--- src/rtl/uart_tx.sv ---
// uart_tx - 8N1 UART transmitter, LSB first, idle-high line.
//
// Bytes are taken over a valid/ready handshake and serialised as one start
// bit (0), DATA_BITS payload bits and one stop bit (1). Every bit lasts
// CLKS_PER_BIT clocks. The line is driven straight from a flop.
//
// Ports:
//   clk      : system clock, all logic on the rising edge
//   rst      : synchronous, active-high reset (aborts any frame in flight)
//   tx_data  : byte to send, sampled only on an accept
//   tx_valid : producer has a byte
//   tx_ready : transmitter can accept (high only in IDLE)
//   tx       : serial line, idle high
//   tx_busy  : high while a frame is in progress
//   tx_done  : one-cycle pulse when the stop bit completes
module uart_tx #(
  parameter int CLK_FREQ     = 100_000_000,
  parameter int BAUD_RATE    = 312500,
  parameter int CLKS_PER_BIT = CLK_FREQ / BAUD_RATE,
  parameter int DATA_BITS    = 8
) (
  input  logic                 clk,
  input  logic                 rst,
  input  logic [DATA_BITS-1:0] tx_data,
  input  logic                 tx_valid,
  output logic                 tx_ready,
  output logic                 tx,
  output logic                 tx_busy,
  output logic                 tx_done
);

  localparam int CNT_W = $clog2(CLKS_PER_BIT);
  localparam int IDX_W = (DATA_BITS > 1) ? $clog2(DATA_BITS) : 1;
  localparam logic [CNT_W-1:0] BAUD_LAST = CNT_W'(CLKS_PER_BIT - 1);
  localparam logic [IDX_W-1:0] IDX_LAST  = IDX_W'(DATA_BITS - 1);

  typedef enum logic [1:0] {IDLE, START, DATA, STOP} state_t;

  state_t               state_q, state_d;
  logic [CNT_W-1:0]     baud_q, baud_d;
  logic [IDX_W-1:0]     idx_q, idx_d;
  logic [DATA_BITS-1:0] shift_q, shift_d;
  logic                 tx_q, tx_d;
  logic                 done_q, done_d;
  logic                 busy_q;

  logic baud_last;
  logic accept;

  assign baud_last = (baud_q == BAUD_LAST);
  assign accept    = tx_valid && (state_q == IDLE);

  // State register
  always_ff @(posedge clk) begin
    if (rst) begin
      state_q <= IDLE;
      baud_q  <= '0;
      idx_q   <= '0;
      shift_q <= '0;
      tx_q    <= 1'b1;
      done_q  <= 1'b0;
      busy_q  <= 1'b0;
    end else begin
      state_q <= state_d;
      baud_q  <= baud_d;
      idx_q   <= idx_d;
      shift_q <= shift_d;
      tx_q    <= tx_d;
      done_q  <= done_d;
      busy_q  <= (state_d != IDLE);
    end
  end

  // Next-state and datapath update
  always_comb begin
    state_d = state_q;
    case (state_q)
      IDLE:    if (accept) state_d = START;
      START:   if (baud_last) state_d = DATA;
      DATA:    if (baud_last && (idx_q == IDX_LAST)) state_d = STOP;
      STOP:    if (baud_last) state_d = IDLE;
      default: state_d = IDLE;
    endcase

    // Counter restarts at every state change and at every bit boundary.
    if ((state_q == IDLE) || (state_d != state_q) || baud_last)
      baud_d = '0;
    else
      baud_d = baud_q + 1'b1;

    idx_d = idx_q;
    if (state_q != DATA)
      idx_d = '0;
    else if (baud_last)
      idx_d = (idx_q == IDX_LAST) ? '0 : idx_q + 1'b1;

    shift_d = shift_q;
    if (accept)
      shift_d = tx_data;
    else if ((state_q == DATA) && baud_last)
      shift_d = shift_q >> 1;
  end

  // Output decode: the line flop is loaded from the upcoming state so the
  // start bit appears on the first cycle after the accept edge.
  always_comb begin
    tx_d = 1'b1;
    case (state_d)
      IDLE:    tx_d = 1'b1;
      START:   tx_d = 1'b0;
      DATA:    tx_d = shift_d[0];
      STOP:    tx_d = 1'b1;
      default: tx_d = 1'b1;
    endcase
    done_d = (state_q == STOP) && baud_last;
  end

  assign tx       = tx_q;
  assign tx_busy  = busy_q;
  assign tx_done  = done_q;
  assign tx_ready = (state_q == IDLE);

endmodule

--- config.mk ---
export PLATFORM = sky130hd
export DESIGN_NAME = uart_tx
export DESIGN_NICKNAME = d
export VERILOG_FILES = /design/src/rtl/uart_tx.sv
export SDC_FILE = /design/constraint.sdc
export NUM_CORES = 1
export LEC_CHECK = 0
export CAP_MARGIN = 20
export CORE_UTILIZATION = 45
export DETAILED_ROUTE_END_ITERATION = 8
export GPL_ROUTABILITY_DRIVEN = 0
export PLACE_DENSITY_LB_ADDON = 0.3
export REMOVE_ABC_BUFFERS = 1
export SKIP_LAST_GASP = 1
export SYNTH_ARGS = -nofsm -noshare
export SYNTH_HDL_FRONTEND = slang
export SYNTH_SLANG_ARGS = --single-unit
--- constraint.sdc ---
create_clock -name clk -period 1.97 [get_ports clk]
set_input_delay 0.394 -clock clk [delete_from_list [all_inputs] [get_ports clk]]
set_output_delay 0.394 -clock clk [all_outputs]
set_load 0.005 [all_outputs]
==> metrics list <==
* Outcome: finished clean
- After synthesis the cells add up to 1170 um^2.
- Detail Route Antenna Nets: 0
- Leaving out fill and tap cells, the most frequent cell in the layout is dfxtp_1.
- Number of global-route vias before repair: 825
* Initial Util: 0.473
* Share of layout cells above drive strength 1: 0.224
- Maximum count of clock buffers along a single path: 2
* Layout overhead on the synthesized area: 25.4%
- Prevailing post-synth register cell: dfxtp_1
- Critical path data required time: 2.17 ns
* Worst-case headroom to the max-slew limit: 0.745
- The die covers 2810 um^2.
- Clock-pin slew was measured on the worst setup and hold paths at 0.13 ns.
* WP data arrival: 2.09 ns
* Post-Syn Instances: 125
- Synth async-reset ratio: 0
- Drc violations: 0
- Counting every sink on the clock net gives 25.
* Startpoint Class: flop
- Prior to clock tree synthesis, the placed netlist has a worst setup slack of -0.0351 ns.
* Unrepaired setup endpoints after global routing: no
- Half-perimeter wire length of the detailed placement result: 1610 um
* DP Cell Count: 171
- GRT Overall Usage: 0.172
- Entering global routing, the biggest net connects 19 pins.
* Nature of the critical path endpoint: flop
- For this block, the routed nets add up to 2270 um of wire.
* Worst Slack Setup Final: 0.0817 ns
- Critical path fanouts, max: 6
* Detail-routed net length per standard cell: 12.8 um
- Of the synthesized area, sequential elements account for 0.427.
* Finished Core Util: 0.593
- The critical path is of the reg2reg type.
* Core Box Area: 2480 um^2
- After synthesis the netlist holds a flip-flop and latch count of 25.
- TritonCTS Buffers: 3
- Shortest clock period the worst path allows after layout: 1.89 ns
- Delay contributed by the slowest stage of the critical path: 0.37 ns
- The largest individual stage delay along the critical path comes from the cell dfxtp_2.
- Across the VDD grid, the largest voltage drop is 0.443 mV.
- Root buffer cell: clkbuf_4
- Wire length of the first global-routing pass: 3440 um
- Measured along the y axis, the die boundary spans 53.0 um.
- Final Hold Viols: 0
- 0 antenna diodes ended up in the layout.
* Filler cell count in the final layout: 232
- Final cell count without fillers: 177
- Vias: 938
* Worst min-delay path category: reg2reg
- After the last flow step, the layout net total stands at 163.
- The top cell types in the final layout, fill and taps aside, are dfxtp_1, nor2_1, clkdlybuf4s50_1.
* Endpoints failing setup: 0
- TritonCTS built the clock tree.
- Placement Rows: 18
* Power density of the placed cells: 610 nW/um^2
* Crit path cell chain: ha_2, and4_4, nand3_4, xnor2_2, ha_4, o41ai_4, a21oi_2
* Max Cap Viol: 0
- In this run the horizontal extent of the chip is 53.0 um.
- Post-synth EDFFs: 0
* Mean cell area of the mapped netlist: 9.37 um^2
- Dividing the final minimum period by the clock period gives 0.959.
- For the pin with the worst max-slew slack, the measured transition is 0.382 ns.
- H-tree depth reported by CTS: 1
* Port Buffer Count: 14
- Syn. warnings: 0
- After the first detailed-routing iteration, the DRC count stood at 17.
- Registers take 503 um^2.
- Via-per-instance ratio: 5.30
- The multi-input combinational cells in the finished layout cover a total of 676 um^2.
* Clock insertion delay at the later pin of the skew report: 0.30 ns
* Max-slew violation total from the final report: 0
- Synth unique cells: 36
- Static timing analysis puts the maximum clock frequency at 0.530 GHz.
- The initial antenna violation count is 0.
- Largest clock skew in the final design: 0.000959 ns
* Leakage power: 0.000546 uW
- The first TritonRoute pass finished after 4 iterations.
* Number of top-level pins: 15
- Overflow after GRT: 0
## kinds of logic (layout without fill, tap and decap cells)
logic type               after synthesis  count (layout)  share of synthesized area
AND/OR/NAND/NOR                       55              55                      0.249
flip-flops                            25              25                      0.427
AO/OA/AOI/OAI                         17              17                      0.110
buffers and inverters                  9              31                     0.0513
XOR/XNOR                               8               8                     0.0598
multiplexers                           7               7                     0.0598
adder cells (fa/ha/maj)                4               4                     0.0427
## state kept, by name, summed over array words and instances (netlist names)
| signal | count |
|---|---|
| baud_q | 9 |
| shift_q | 8 |
| idx_q | 3 |
| state_q | 2 |
| tx | 1 |
| tx_busy | 1 |
| tx_done | 1 |
## worst paths after layout
path | startpoint | endpoint | slack (ns) | depth (start not counted)
worst max-delay path | baud_q[0] | tx | 0.08 | 7
worst max register to register | baud_q[0] | tx | 0.08 | 7
worst min register to register | baud_q[0] | baud_q[0] | 0.43 | 1
worst min-delay path | baud_q[0] | baud_q[0] | 0.43 | 1
## report_power, final
part	leakage [uW]	switching, uW	internal, uW
clock network	0.0000150	142	78.9
registers	0.000205	16.6	529
logic	0.000326	56.3	72.4
## critical path, delay by kind of cell (launching register included)
family	cells	cell delay [ns]
AOI/OAI and AO/OA	2	0.32
xor gates and xnor gates	1	0.27
adders and majority gates	2	0.43
DFF	1	0.37
and+or+nand+nor	2	0.38
## per-stage QoR
stage | total power [uW] | instance area, um^2 | setup TNS (ns) | hold slack, ns
6_report | 895 | 1470 | 0 | 0.430
5_1_grt | 937 | 1470 | 0 | 0.446
4_1_cts | 891 | 1410 | 0 | 0.428
3_5_place_dp | 668 | 1360 | -0.0351 | 0.441
3_3_place_gp | 665 | 1360 | 0 | 0.431
2_1_floorplan | 606 | 1120 | 0 | 0.418
## per-layer routing
layer	wire length [um]	GRT usage	vias up	part of all wire
met2	1070	0.272	21	0.47
met4	34	0.0658	0	0.015
met5	0	0	-	0
met1	1070	0.225	436	0.47
li1	-	-	477	-
met3	101	0.0374	4	0.044
## cells in the mapped netlist (2+ instances only)
master	instances	area (um^2)
clkbuf_1	2	7.51
nor2_1	21	78.8
inv_1	3	11.3
ha_1	4	50.1
buf_6	3	33.8
a21oi_1	4	20.0
or3_1	2	12.5
mux2i_1	7	70.1
dfxtp_1	25	500
xor2_1	4	35.0
nor2_2	4	25.0
xnor2_1	4	35.0
nor3_1	2	10.0
nor3b_1	2	15.0
a211oi_1	5	37.5
nand2_1	7	26.3
nand3_1	6	30.0
and3_1	2	12.5
## layout make-up
class | count | share of cell area
Timing Repair Buffer | 24 | 0.147
Multi-Input combinational cell | 91 | 0.460
Clock buffer | 4 | 0.0179
Inverter | 3 | 0.00767
Tap cell | 30 | 0.0256
Sequential cell | 25 | 0.342
## what timing repair did
action	in CTS	in global routing
setup endpoints to repair	1	2
pin swaps	1	3
gates resized for setup	4	8
hold buffers	0	0
buffers inserted	0	2
Note: power is estimated with default switching activity, not from simulation.
